<file path="src/rtl/jtframe_uio_pkg.sv">
// Shared constants and FSM encoding for the user-I/O SPI receiver.
package jtframe_uio_pkg;

    localparam logic [7:0] UIO_FILE_TX     = 8'h53;
    localparam logic [7:0] UIO_FILE_TX_DAT = 8'h54;
    localparam logic [7:0] UIO_FILE_INDEX  = 8'h55;

    typedef enum logic [2:0] {
        ST_IDLE,
        ST_CMD,
        ST_TXPARAM,
        ST_DATA,
        ST_INDEX
    } uio_state_t;

endpackage

</file>
<file path="src/rtl/jtframe_uio_rxbyte.sv">
// Oversampling SPI byte receiver: synchronises SCK/DI/SS2 into clk,
// detects SCK rising edges and assembles MSB-first bytes.
module jtframe_uio_rxbyte #(
    parameter int unsigned SYNC = 2
) (
    input  logic       clk,
    input  logic       rst,
    input  logic       sck,
    input  logic       di,
    input  logic       ss2,
    output logic       byte_rdy,
    output logic [7:0] rx_byte,
    output logic       ss2_lvl
);

    logic [SYNC-1:0] sck_sync_q, sck_sync_d;
    logic [SYNC-1:0] di_sync_q,  di_sync_d;
    logic [SYNC-1:0] ss2_sync_q, ss2_sync_d;
    logic            sck_prev_q, sck_prev_d;
    logic [2:0]      cnt_q, cnt_d;
    logic [7:0]      shift_q, shift_d;
    logic [7:0]      byte_q, byte_d;
    logic            rdy_q, rdy_d;
    logic            sck_s, di_s, ss2_s, sck_rise;

    assign sck_s    = sck_sync_q[SYNC-1];
    assign di_s     = di_sync_q[SYNC-1];
    assign ss2_s    = ss2_sync_q[SYNC-1];
    assign sck_rise = sck_s & ~sck_prev_q;

    assign byte_rdy = rdy_q;
    assign rx_byte  = byte_q;
    assign ss2_lvl  = ss2_s;

    // Synchroniser shift, edge detect, bit shifting and byte completion.
    always_comb begin
        sck_sync_d = {sck_sync_q[SYNC-2:0], sck};
        di_sync_d  = {di_sync_q[SYNC-2:0], di};
        ss2_sync_d = {ss2_sync_q[SYNC-2:0], ss2};
        sck_prev_d = sck_s;
        cnt_d      = cnt_q;
        shift_d    = shift_q;
        byte_d     = byte_q;
        rdy_d      = 1'b0;
        if (ss2_s) begin
            cnt_d   = 3'd0;
            shift_d = '0;
        end else if (sck_rise) begin
            shift_d = {shift_q[6:0], di_s};
            cnt_d   = cnt_q + 3'd1;
            if (cnt_q == 3'd7) begin
                rdy_d  = 1'b1;
                byte_d = {shift_q[6:0], di_s};
            end
        end
    end

    // State registers; SS2 chain resets to the deselected level.
    always_ff @(posedge clk) begin
        if (rst) begin
            sck_sync_q <= '0;
            di_sync_q  <= '0;
            ss2_sync_q <= '1;
            sck_prev_q <= 1'b0;
            cnt_q      <= 3'd0;
            shift_q    <= '0;
            byte_q     <= '0;
            rdy_q      <= 1'b0;
        end else begin
            sck_sync_q <= sck_sync_d;
            di_sync_q  <= di_sync_d;
            ss2_sync_q <= ss2_sync_d;
            sck_prev_q <= sck_prev_d;
            cnt_q      <= cnt_d;
            shift_q    <= shift_d;
            byte_q     <= byte_d;
            rdy_q      <= rdy_d;
        end
    end

endmodule

</file>
<file path="src/rtl/jtframe_uio_rx.sv">
// User-I/O SPI target receiver: decodes file-transfer commands and drives
// the ioctl download bus. Optional running byte sum: JTFRAME_UIO_SUM_EN.
module jtframe_uio_rx
    import jtframe_uio_pkg::*;
#(
    parameter int unsigned AW   = 22,
    parameter int unsigned SYNC = 2
) (
    input  logic          clk,
    input  logic          rst,
    input  logic          SPI_SCK,
    input  logic          SPI_DI,
    input  logic          SPI_SS2,
    output logic [AW-1:0] ioctl_addr,
    output logic [7:0]    ioctl_dout,
    output logic          ioctl_wr,
    output logic [7:0]    ioctl_index,
    output logic          downloading,
    output logic          ioctl_ovf,
    output logic [15:0]   dwn_sum
);

    logic       byte_rdy;
    logic [7:0] rx_byte;
    logic       ss2_lvl;

    uio_state_t    state_q, state_d;
    logic          ss2_prev_q, ss2_prev_d;
    logic [AW-1:0] addr_q, addr_d;
    logic [7:0]    dout_q, dout_d;
    logic          wr_q, wr_d;
    logic [7:0]    index_q, index_d;
    logic          dl_q, dl_d;
    logic          ovf_q, ovf_d;
`ifdef JTFRAME_UIO_SUM_EN
    logic [15:0]   sum_q, sum_d;
`endif

    jtframe_uio_rxbyte #(.SYNC(SYNC)) u_rxbyte (
        .clk      (clk),
        .rst      (rst),
        .sck      (SPI_SCK),
        .di       (SPI_DI),
        .ss2      (SPI_SS2),
        .byte_rdy (byte_rdy),
        .rx_byte  (rx_byte),
        .ss2_lvl  (ss2_lvl)
    );

    assign ioctl_addr  = addr_q;
    assign ioctl_dout  = dout_q;
    assign ioctl_wr    = wr_q;
    assign ioctl_index = index_q;
    assign downloading = dl_q;
    assign ioctl_ovf   = ovf_q;
`ifdef JTFRAME_UIO_SUM_EN
    assign dwn_sum     = sum_q;
`else
    assign dwn_sum     = '0;
`endif

    // Command FSM and ioctl bus update; a completed byte wins over SS2 release.
    always_comb begin
        state_d    = state_q;
        ss2_prev_d = ss2_lvl;
        addr_d     = addr_q;
        dout_d     = dout_q;
        wr_d       = 1'b0;
        index_d    = index_q;
        dl_d       = dl_q;
        ovf_d      = ovf_q;
`ifdef JTFRAME_UIO_SUM_EN
        sum_d      = sum_q;
`endif
        if (wr_q) begin
            addr_d = addr_q + AW'(1);
            if (addr_d == '0) ovf_d = 1'b1;
`ifdef JTFRAME_UIO_SUM_EN
            sum_d = sum_q + {8'h00, dout_q};
`endif
        end
        if (byte_rdy) begin
            case (state_q)
                ST_CMD: begin
                    case (rx_byte)
                        UIO_FILE_TX:     state_d = ST_TXPARAM;
                        UIO_FILE_TX_DAT: state_d = ST_DATA;
                        UIO_FILE_INDEX:  state_d = ST_INDEX;
                        default:         state_d = ST_IDLE;
                    endcase
                end
                ST_TXPARAM: begin
                    if (rx_byte != 8'h00) begin
                        dl_d   = 1'b1;
                        addr_d = '0;
                        ovf_d  = 1'b0;
`ifdef JTFRAME_UIO_SUM_EN
                        sum_d  = '0;
`endif
                    end else begin
                        dl_d = 1'b0;
                    end
                    state_d = ST_IDLE;
                end
                ST_INDEX: begin
                    index_d = rx_byte;
                    state_d = ST_IDLE;
                end
                ST_DATA: begin
                    if (dl_q) begin
                        dout_d = rx_byte;
                        wr_d   = 1'b1;
                    end
                end
                default: state_d = state_q;
            endcase
        end else if (ss2_lvl) begin
            state_d = ST_IDLE;
        end else if (state_q == ST_IDLE && ss2_prev_q) begin
            state_d = ST_CMD;
        end
    end

    // Register update with synchronous reset.
    always_ff @(posedge clk) begin
        if (rst) begin
            state_q    <= ST_IDLE;
            ss2_prev_q <= 1'b1;
            addr_q     <= '0;
            dout_q     <= '0;
            wr_q       <= 1'b0;
            index_q    <= '0;
            dl_q       <= 1'b0;
            ovf_q      <= 1'b0;
`ifdef JTFRAME_UIO_SUM_EN
            sum_q      <= '0;
`endif
        end else begin
            state_q    <= state_d;
            ss2_prev_q <= ss2_prev_d;
            addr_q     <= addr_d;
            dout_q     <= dout_d;
            wr_q       <= wr_d;
            index_q    <= index_d;
            dl_q       <= dl_d;
            ovf_q      <= ovf_d;
`ifdef JTFRAME_UIO_SUM_EN
            sum_q      <= sum_d;
`endif
        end
    end

endmodule
</file>
<file path="config.mk">
export PLATFORM = sky130hd
export DESIGN_NAME = jtframe_uio_rx
export DESIGN_NICKNAME = d
export VERILOG_FILES = /design/src/rtl/jtframe_uio_pkg.sv /design/src/rtl/jtframe_uio_rxbyte.sv /design/src/rtl/jtframe_uio_rx.sv
export SDC_FILE = /design/constraint.sdc
export NUM_CORES = 1
export LEC_CHECK = 0
export BUFFER_PORTS_ARGS = -buffer_cell sky130_fd_sc_hd__buf_4
export CORE_MARGIN = 3
export CORE_UTILIZATION = 34
export CTS_CLUSTER_DIAMETER = 120
export CTS_CLUSTER_SIZE = 20
export DETAILED_ROUTE_END_ITERATION = 8
export GPL_TIMING_DRIVEN = 1
export PLACE_DENSITY = 0.5
export RECOVER_POWER = 25
export SLEW_MARGIN = 20
export SYNTH_ARGS = -nofsm -noshare
export SYNTH_HDL_FRONTEND = slang
export SYNTH_SLANG_ARGS = --single-unit
</file>
<file path="constraint.sdc">
create_clock -name clk -period 2.6 [get_ports clk]
set_clock_uncertainty 0.1 [all_clocks]
set_input_delay 0.52 -clock clk [delete_from_list [all_inputs] [get_ports clk]]
set_output_delay 0.52 -clock clk [all_outputs]
set_load 0.1 [all_outputs]
</file>
==> impl_metrics.env <==
export IMPL_outcome="finished with violations"
export IMPL_violations="max-capacitance violations, max-slew violations"
export IMPL_power_density_mw_per_mm2=568
export IMPL_tritoncts="yes"
export IMPL_rsz0062_at_grt="no"
export IMPL_grt_pass1_vias=2373
export IMPL_period_minus_slack_ns=2.24
export IMPL_htree_num_levels=3
export IMPL_ys_warnings_count=0
export IMPL_start_util=0.352
export IMPL_p_leak_nw=1.51
export IMPL_start_kind="input pin"
export IMPL_cp_end_kind="register"
export IMPL_track_usage=0.136
export IMPL_power_mw=2.21
export IMPL_crit_path_max_fanout=38
export IMPL_hold_violations=0
export IMPL_synth_edff_count=0
export IMPL_yosysTopAreaCellShare=0.435
export IMPL_synthFlopType="dfxtp_1"
export IMPL_ir_worst_vdd_uv=271
export IMPL_die_y_microns=104
export IMPL_rows=35
export IMPL_cp_slowest_cell="clkbuf_1"
export IMPL_grt_first_pass_wirelength_microns=12100
export IMPL_netSwitchingFraction=0.247
export IMPL_via_count=2669
export IMPL_hold_path_class="input pin to register"
export IMPL_postSynthAreaPerCell_sq_um=8.21
export IMPL_grt_antenna_before_repair=0
export IMPL_dieArea_sq_mm=0.0108
export IMPL_p_switching_uw=548
export IMPL_netlist_area_sq_mm=0.00327
export IMPL_drtAntennaViolNets=0
export IMPL_insertion_delay_ns=0.34
export IMPL_top_layer="met4"
export IMPL_clock_sinks=71
export IMPL_place_ws_ns=0.372
export IMPL_tightest_slew_ns=1.72
export IMPL_wl_per_cell_microns=12.9
export IMPL_first_pass_iters=4
export IMPL_wl_met1_microns=3910
export IMPL_cp_slowest_stage_delay_ns=1.23
export IMPL_grt_max_degree=39
export IMPL_cts_buffers=9
export IMPL_cts_hold_buf=0
export IMPL_io_pins=62
export IMPL_setup_tns_final_ns=0
export IMPL_required_ns=2.72
export IMPL_ys_ff_latch=71
export IMPL_ys_types=45
export IMPL_core_area_sq_mm=0.00928
export IMPL_fillers=978
export IMPL_overflow=0
export IMPL_clockBufferDepth=2
export IMPL_clkPwrFrac=0.444
export IMPL_nets=442
export IMPL_yosys_top_cells_area="dfxtp_1, nand2_1, nor2_1"
export IMPL_synth_seq_area_share=0.435
export IMPL_place_hpwl_microns=5260
export IMPL_die_w_microns=104
export IMPL_gp_congestion=0.832
export IMPL_holdWs_ns=0.263
export IMPL_wl_met3_microns=352
export IMPL_finalCritPeriodShare=0.863
export IMPL_drc=0
export IMPL_drt_wl_total_microns=7340
export IMPL_ctsResizeCount=0
export IMPL_synth_top_cell_by_area="dfxtp_1"
export IMPL_crit_arrival_ns=2.36
export IMPL_final_max_slew_viol_count=39
export IMPL_drive_gt1_frac=0.205
export IMPL_portBuffers=45
export IMPL_p_int_mw=1.67
export IMPL_maxSlewHeadroom=-0.144
export IMPL_post_cts_repair_setup_buffers=0
export IMPL_async_reset_ff_frac=0
export IMPL_power_frac_comb=0.062
export IMPL_cap_violations=1
export IMPL_drtIter0Drc=143
export IMPL_clk_pin_slew_ns=0.08
export IMPL_cts_root_buffer="clkbuf_8"
export IMPL_syn_inst=398
export IMPL_clock_fmax_ghz=0.446
export IMPL_via_per_inst=4.70
export IMPL_power_frac_seq=0.494
export IMPL_critical_path_class="input pin to register"
export IMPL_setup_viol=0
export IMPL_synthToLayoutAreaGrowth_pct=19.2
export IMPL_met2_length_microns=3010
export IMPL_antenna_cells=0
export IMPL_crit_chain="buf_4 -> clkbuf_1 -> or2_2 -> a21oi_1"
export IMPL_r2r_slack_ns=0.36
export IMPL_timing_final_ws_setup_ns=0.357
[final timing paths]
check,from,endpoint,cells past startpoint
setup / recovery,rst,u_rxbyte.shift_q[4],4
hold / removal,SPI_SS2,u_rxbyte.ss2_sync_q[0],2
setup reg to reg,ioctl_addr[0],ioctl_ovf,7
hold reg to reg,u_rxbyte.ss2_sync_q[0],u_rxbyte.ss2_sync_q[1],1
[placed cells by master, fill, tap and decap left out, types with 2 or more instances in the layout]
cell / netlist / routed
nand2_1: 70 / 70
dfxtp_1: 71 / 55
buf_4: 16 / 50
nor2_1: 49 / 49
a21oi_1: 28 / 28
xor2_1: 19 / 19
conb_1: 1 / 16
dfxtp_2: 0 / 14
nand3_1: 13 / 13
nand4_1: 11 / 11
xnor2_1: 11 / 11
nor3_1: 10 / 10
clkbuf_8: 0 / 10
mux2i_1: 9 / 9
nor2b_1: 7 / 7
and3_1: 5 / 5
o21ai_0: 5 / 5
inv_1: 4 / 4
and4_1: 4 / 4
nor4_1: 4 / 4
a31oi_1: 3 / 3
or2_2: 3 / 3
nor3b_1: 3 / 3
ha_1: 3 / 3
clkinv_2: 0 / 3
nand2b_1: 2 / 2
or3_1: 2 / 2
o31a_1: 2 / 2
or4_1: 2 / 2
bufinv_16: 0 / 2
dfxtp_4: 0 / 2
[sequential cells by signal, indices dropped and copies added, names as in the netlist]
register,flops
u_rxbyte.rx_byte,8
downloading,1
u_rxbyte.cnt_q,3
ioctl_index,8
ioctl_dout,8
ioctl_ovf,1
state_q,3
u_rxbyte.byte_rdy,1
u_rxbyte.shift_q,7
u_rxbyte.sck_prev_q,1
u_rxbyte.sck_sync_q,2
ioctl_addr,22
u_rxbyte.ss2_sync_q,2
u_rxbyte.di_sync_q,2
ss2_prev_q,1
ioctl_wr,1
[synth_stat cells, drive strengths merged (4+ instances only)]
| library cell | instances |
|---|---|
| nor3 | 10 |
| and3 | 5 |
| dfxtp | 71 |
| xor2 | 19 |
| nand2 | 70 |
| mux2i | 9 |
| and4 | 4 |
| buf | 20 |
| nand3 | 13 |
| xnor2 | 11 |
| a21oi | 28 |
| nor4 | 5 |
| nor2 | 49 |
| nor2b | 7 |
| nand4 | 12 |
| inv | 4 |
| o21ai | 5 |
| clkbuf | 21 |
[power groups by stage]
stage	registers [mW]	clock network [mW]	logic, mW
4_1_cts	1.09	1.01	0.137
3_3_place_gp	1.12	0	0.138
6_report	1.09	0.983	0.137
3_5_place_dp	1.12	0	0.137
5_1_grt	1.09	1.06	0.142
2_1_floorplan	1.12	0	0.144
[logic make-up (layout without fill, tap and decap cells)]
| logic type | count (synthesis) | in the layout | share of synthesized area |
|---|---|---|---|
| AO/OA/AOI/OAI | 46 | 46 | 0.0889 |
| XOR/XNOR | 30 | 30 | 0.0805 |
| adder cells (fa/ha/maj) | 3 | 3 | 0.0115 |
| buffers and inverters | 45 | 71 | 0.0709 |
| flip-flops | 71 | 71 | 0.435 |
| multiplexers | 10 | 10 | 0.0310 |
| other | 1 | 16 | 0.00115 |
| AND/OR/NAND/NOR | 192 | 192 | 0.281 |
[per-stage QoR]
stage / util / instances / area (sq um)
after CTS: 0.420 / 568 / 3900
after detailed placement: 0.396 / 552 / 3670
after floorplan: - / 413 / 3350
final: 0.419 / 568 / 3890
after global routing: 0.419 / 568 / 3890
after global placement: 0.396 / 552 / 3670
[layer usage]
layer | GRT usage | vias up
met3 | 0.0310 | 7
met5 | 0 | -
met1 | 0.206 | 1216
met2 | 0.186 | 59
met4 | 0.0513 | 0
li1 | - | 1387
[layout make-up]
class | count | area, sq um | share of cell area
multi-input combinational | 297 | 1670 | 0.429
clock buffer | 10 | 138 | 0.0354
timing repair buffer | 51 | 379 | 0.0974
sequential | 71 | 1450 | 0.372
tap | 129 | 161 | 0.0415
clock inverter | 6 | 83.8 | 0.0215
inverter | 4 | 15.0 | 0.00386
[worst max-delay path: cells and delay by family]
family          cells  cell delay (ns)
simple gates        1             0.44
compound gates      1             0.06
buf+inv             2             1.33
(Power assumes the default switching activity.)
